===== src/rtl/sdram_to_uart.sv =====
// Response path from the SDRAM controller to the UART transmitter: frames read words
// as 'D' hi lo ... 'E', acknowledges writes with 'K', and reports stalls with 'T'.
module sdram_to_uart #(
  parameter int          width   = 8,
  parameter int          FIFO_AW = 2,
  parameter logic [15:0] TIMEOUT = 16'hEEEE
) (
  input  logic             CLK,
  input  logic             RST,
  input  logic             start_stb,
  input  logic [15:0]      start_len,
  input  logic             start_rd,
  output logic             start_ack,
  input  logic [15:0]      rd_data,
  input  logic             rd_stb,
  output logic             rd_ack,
  input  logic             wt_done,
  output logic [width-1:0] o_data,
  output logic             o_stb,
  input  logic             o_ack,
  output logic             busy
);

  // state | meaning: IDLE wait start | HDR send 'D' | WAIT await word | HI/LO send word bytes
  // TRL send 'E' | WCNT count write completions | WACK send 'K' | TOUT send 'T'
  typedef enum logic [3:0] {
    S_IDLE, S_HDR, S_WAIT, S_HI, S_LO, S_TRL, S_WCNT, S_WACK, S_TOUT
  } state_t;

  state_t               state_q;
  logic [15:0]          len_q, cnt_q, timer_q;
  logic [FIFO_AW-1:0]   wr_ptr_q, rd_ptr_q;
  logic                 full_q, empty_q;
  logic [15:0]          mem_q [2**FIFO_AW];

  logic                 rx_state, push, pop, timer_tc;
  logic [15:0]          head, cnt_inc, timer_inc;
  logic [7:0]           byte_d;

  assign rx_state  = state_q inside {S_WAIT, S_HI, S_LO};
  assign rd_ack    = !RST && rd_stb && !full_q && rx_state;
  assign start_ack = !RST && start_stb && (state_q == S_IDLE);
  assign push      = rd_ack;
  assign pop       = (state_q == S_LO) && o_ack;
  assign head      = mem_q[rd_ptr_q];
  assign cnt_inc   = cnt_q + 16'd1;
  assign timer_inc = timer_q + 16'd1;
  assign timer_tc  = (timer_inc == TIMEOUT);

  always_comb begin
    byte_d = 8'h00;
    case (state_q)
      S_HDR:   byte_d = 8'h44;
      S_HI:    byte_d = head[15:8];
      S_LO:    byte_d = head[7:0];
      S_TRL:   byte_d = 8'h45;
      S_WACK:  byte_d = 8'h4B;
      S_TOUT:  byte_d = 8'h54;
      default: byte_d = 8'h00;
    endcase
  end

  assign o_data = width'(byte_d);
  assign o_stb  = state_q inside {S_HDR, S_HI, S_LO, S_TRL, S_WACK, S_TOUT};
  assign busy   = (state_q != S_IDLE);

  always_ff @(posedge CLK) begin
    if (push) mem_q[wr_ptr_q] <= rd_data;
  end

  always_ff @(posedge CLK or posedge RST) begin
    if (RST) begin
      state_q  <= S_IDLE;
      len_q    <= '0;
      cnt_q    <= '0;
      timer_q  <= '0;
      wr_ptr_q <= '0;
      rd_ptr_q <= '0;
      full_q   <= 1'b0;
      empty_q  <= 1'b1;
    end else begin
      if (push) begin
        wr_ptr_q <= wr_ptr_q + 1'b1;
        timer_q  <= '0;
      end
      if (pop) rd_ptr_q <= rd_ptr_q + 1'b1;
      // a push is never taken while full, so push+pop leaves occupancy unchanged
      if (push && !pop) begin
        empty_q <= 1'b0;
        full_q  <= ((wr_ptr_q + 1'b1) == rd_ptr_q);
      end else if (pop && !push) begin
        full_q  <= 1'b0;
        empty_q <= ((rd_ptr_q + 1'b1) == wr_ptr_q);
      end

      case (state_q)
        S_IDLE: if (start_stb) begin
          len_q    <= start_len;
          cnt_q    <= '0;
          timer_q  <= '0;
          wr_ptr_q <= '0;
          rd_ptr_q <= '0;
          full_q   <= 1'b0;
          empty_q  <= 1'b1;
          state_q  <= start_rd ? S_HDR : S_WCNT;
        end
        S_HDR: if (o_ack) begin
          timer_q <= '0;
          state_q <= (len_q == 16'd0) ? S_TRL : S_WAIT;
        end
        S_WAIT: begin
          if (!empty_q) begin
            timer_q <= '0;
            state_q <= S_HI;
          end else if (!push) begin
            if (timer_tc) begin
              timer_q <= '0;
              state_q <= S_TOUT;
            end else begin
              timer_q <= timer_inc;
            end
          end
        end
        S_HI: if (o_ack) begin
          timer_q <= '0;
          state_q <= S_LO;
        end
        S_LO: if (o_ack) begin
          cnt_q   <= cnt_inc;
          timer_q <= '0;
          state_q <= (cnt_inc == len_q) ? S_TRL : S_WAIT;
        end
        S_WCNT: begin
          if (len_q == 16'd0) begin
            timer_q <= '0;
            state_q <= S_WACK;
          end else if (wt_done) begin
            cnt_q   <= cnt_inc;
            timer_q <= '0;
            if (cnt_inc == len_q) state_q <= S_WACK;
          end else if (timer_tc) begin
            timer_q <= '0;
            state_q <= S_TOUT;
          end else begin
            timer_q <= timer_inc;
          end
        end
        S_TRL, S_WACK, S_TOUT: if (o_ack) begin
          timer_q <= '0;
          state_q <= S_IDLE;
        end
        default: state_q <= S_IDLE;
      endcase
    end
  end

endmodule


===== config.mk =====
export PLATFORM = sky130hd
export DESIGN_NAME = sdram_to_uart
export DESIGN_NICKNAME = d
export VERILOG_FILES = /design/src/rtl/sdram_to_uart.sv
export SDC_FILE = /design/constraint.sdc
export NUM_CORES = 1
export LEC_CHECK = 0
export BUFFER_PORTS_ARGS = -buffer_cell sky130_fd_sc_hd__clkbuf_2
export CELL_PAD_IN_SITES_DETAIL_PLACEMENT = 1
export CELL_PAD_IN_SITES_GLOBAL_PLACEMENT = 1
export CORE_ASPECT_RATIO = 1.5
export CORE_MARGIN = 4
export CORE_UTILIZATION = 50
export CTS_CLUSTER_DIAMETER = 150
export DETAILED_ROUTE_END_ITERATION = 12
export PLACE_DENSITY = 0.87
export SLEW_MARGIN = 15
export SYNTH_ARGS = -nofsm -noshare
export SYNTH_HDL_FRONTEND = slang
export SYNTH_SLANG_ARGS = --single-unit

===== constraint.sdc =====
create_clock -name CLK -period 4.1 [get_ports CLK]
set_clock_uncertainty 0.1 [all_clocks]
set_input_delay 0.82 -clock CLK [delete_from_list [all_inputs] [get_ports CLK]]
set_output_delay 0.82 -clock CLK [all_outputs]
set_load 0.05 [all_outputs]

==> impl_metrics.csv <==
group,metric,value,unit
outcome,result_of_the_run,"finished, final reports clean",
floorplanning,die_w,100,microns
timing,setup_viol,0,
floorplanning,floorplan.initialDensity,51.1,%
synthesis,synth-simple-area-share,17.6,%
power_and_ir_drop,total_leakage_power,2.88,nW
synthesis,netlist-cell-type-count,67,
setup_path,worstSetupStartpointType,"flop",
grt,grt_pass1_vias,5889,
synthesis,ys.warnings.count,0,
floorplanning,design.die.area,14600,sq um
synthesis,synth_top_family_by_area,"simple AND/OR/NAND/NOR gates",
power_and_ir_drop,power_density,680,nW/um^2
clocking,cts_inserted_buffers,17,
setup_path,worst_path_max_delay_cell,"sky130_fd_sc_hd__a21oi_1",
clocking,cts_num_sinks,122,
timing,fmaxAchievable,0.263,GHz
synthesis,postSynth.topFlopCell,"sky130_fd_sc_hd__edfxtp_1",
timing,timing.final.hold_violations,0,
setup_path,timing.critical_path.required,3.18,ns
clocking,clock_latency,0.42,ns
grt,grt_pass1_wl,32400,microns
setup_path,regToRegStartpoint,"timer_q[0]",
floorplanning,core_area,12400,sq um
timing,finalCriticalPeriod,3.80,ns
timing,relSlewSlack,40.0,%
place,detailed_place.area,6710,sq um
detailed_routing,detail_route.vias_per_cell,6.49,
hold_path,hold_path_depth,1,
detailed_routing,drt_first_pass_iters,5,
setup_path,worstPathMaxFanout,18,
grt,grt.overflow.total,0,
place,io_buffers,50,
clocking,cts.clk_slew.worst_paths,0.06,ns
timing,fin_crit_sh,92.8,%
timing,final-max-slew-violation-count,0,
power_and_ir_drop,vdd.ir_drop.worst,0.511,mV
hold_path,classification_of_the_worst_slack_hold_path,"reg2reg",
synthesis,synth_enable_flop_cells,64,
floorplanning,rows,50,
hold_path,worstHoldStart,"cnt_q[15]",
setup_path,ff2ff_setup_slack,0.38,ns
detailed_routing,drtAntennaViolNets,0,
setup_path,reg2regPathDepth,9,
cells_and_area,area_growth_syn_to_layout,14.8,%
synthesis,post_synth_inst_count,583,
grt,grt_antenna_before_repair,0,
synthesis,synthXorXnorAreaFrac,3.81,%
timing,grt_setup_unrepaired,"no",
synthesis,synth_compound_gate_area_share,14.3,%
place,hpwl,12300,microns
detailed_routing,routed_wirelength,19900,microns
clocking,htreeDepth,4,
floorplanning,die_height,146,microns
synthesis,net_count_of_the_mapped_netlist,629,
cells_and_area,post_route_cells_drive_above_1_share,19.0,%
synthesis,syn-mean-instance-area,10.9,sq um
setup_path,worst-setup-path-type,"reg2out",
synthesis,synth.cell_area,6360,sq um
grt,pin_count_of_the_biggest_net_entering_global_routing,34,
clocking,post_cts_buffers,0,
timing,timing.setup.tns,0,ns
place,finalWeightedCongestion,0.877,
clocking,tritoncts,"yes",
synthesis,postSynthRegisterBits,122,
setup_path,cp_cell_sequence,"buf_4 -> or2b_2 -> nor2_1 -> nand2_1 -> a21oi_1 -> clkbuf_2",
detailed_routing,initialDrtViolationCount,485,
synthesis,synth.area.mux_share,6.49,%
cells_and_area,nNetsFinal,679,
hold_path,min_delay_worst_endpoint,"cnt_q[15]",
floorplanning,num_io_pins,51,
setup_path,critical_path.endpoint_type,"output port",
detailed_routing,route.vias.total,5204,
setup_path,highest_cell_delay_on_the_worst_timing_path,0.62,ns
detailed_routing,remaining_drc_errors,0,
clocking,postCtsHoldBufs,0,
clocking,post_cts.resized_instances,0,
clocking,clock_tree_root,"sky130_fd_sc_hd__clkbuf_16",
synthesis,proportion_of_register_bits_with_asynchronous_set_or_reset_after_synthesis,47.5,%
detailed_routing,post_drt_wl_per_cell,24.9,microns
synthesis,synth_seq_area_share,53.0,%
clocking,max-clock-path-buffers,2,
cells_and_area,postLayoutCellArea,7300,sq um
setup_path,worst_reg2reg_path_endpoint,"timer_q[12]",
setup_path,critPathLaunch,"state_q[3]",
timing,tightest_slew,0.900,ns
cells_and_area,insertedDiodeCount,0,
grt,globalRouteTotalUtil,28.6,%
run,maxCapViolations,0,
setup_path,cp_data_arrival_time,2.88,ns
synthesis,synth-adder-area-share,1.38,%
through the flow:
step	power (mW)	utilization [%]	hold slack (ns)	cells	setup slack, ns
2_1_floorplan	2.90	-	0.367	583	0.685
3_3_place_gp	3.27	53.9	0.384	770	0.904
3_5_place_dp	3.37	53.9	0.400	770	0.675
4_1_cts	4.95	58.7	0.413	802	0.309
5_1_grt	5.18	58.7	0.436	802	0.191
6_report	4.96	58.7	0.424	802	0.297
cells in the mapped netlist, drive strengths merged, types with 5 or more instances:
library cell / instances / share of area [%]
a21oi: 21 / 1.7
clkbuf: 18 / 1.5
mux4: 16 / 5.7
nand4: 11 / 1.3
a31oi: 10 / 0.98
xnor2: 16 / 2.2
dfrtp: 57 / 22
inv: 10 / 0.59
nor4: 9 / 0.88
and4: 6 / 0.85
ha: 7 / 1.4
and2: 8 / 0.79
o31ai: 15 / 1.8
nor2b: 8 / 0.79
nand3: 20 / 1.6
o41ai: 7 / 0.96
o21ai: 53 / 4.2
nor3: 5 / 0.39
nand3b: 5 / 0.59
nand2b: 7 / 0.69
nor2: 47 / 2.8
xor2: 9 / 1.2
buf: 12 / 1.3
edfxtp: 64 / 30
nand2: 84 / 5.0
registers in the layout, indices dropped and copies added, names as in the netlist:
name and count:
full_q 1, timer_q 16, len_q 16, state_q 4, empty_q 1, wr_ptr_q 2
cnt_q 16, mem_q 64, rd_ptr_q 2
layout make-up:
type / count / area (sq um)
repair buffers: 61 / 333
fillers: 1289 / 5150
flip-flops and latches: 122 / 3370
inverters: 10 / 37.5
well taps: 156 / 195
clock buffers: 18 / 429
multi-input cells: 421 / 2770
clock inverters: 14 / 160
critical path, delay by kind of cell, from the launching register on:
family,cells,cell delay [ns]
AND/OR/NAND/NOR,3,0.85
AO/OA/AOI/OAI,1,0.62
flip-flops,1,0.38
buffers and inverters,2,0.60
cell usage in the layout (no fill, tap or decap), drive strengths merged, types with 3 or more instances in the layout:
master   n
nand2   84
a31oi   10
o41ai    7
ha       7
mux4    16
clkbuf  68
o22ai    4
edfxtp  64
xnor2   16
nand3b   5
and3     4
mux2i    3
nand4   11
and2     8
xor2     9
dfrtp   57
inv     16
a21o     3
clkinv   5
nor3     5
nand3   20
nor4     9
o31ai   15
a21boi   3
o21bai   4
and3b    3
buf     11
nand2b   7
o21ai   53
nor2    47
nor2b    8
a21oi   21
and4     6
worst max-delay path by stage:
stage               slack, ns     endpoint  depth (start not counted)
floorplan                0.68    o_data[1]                          5
detailed placement       0.67  timer_q[13]                          9
global placement         0.90  timer_q[12]                          9
finish                   0.30       rd_ack                          6
global route             0.19  timer_q[12]                          9
CTS                      0.31       rd_ack                          6
power by group:
group	internal (mW)	total [mW]	switching (mW)
registers	1.47	1.75	0.279
clock network	0.909	1.52	0.616
logic	0.603	1.69	1.09
total	2.98	4.96	1.98
metal layers:
layer	track usage [%]	share of wire (%)
met2	51.7	55
met3	6.17	4.9
met1	31.7	36
met4	12.8	4.5
met5	0	0
cells by family after synthesis:
logic type,Yosys count
AO/OA/AOI/OAI,141
XOR/XNOR,26
adder cells (fa/ha/maj),7
buffers and inverters,40
flip-flops,122
multiplexers,21
AND/OR/NAND/NOR,226
(Power assumes the default switching activity.)
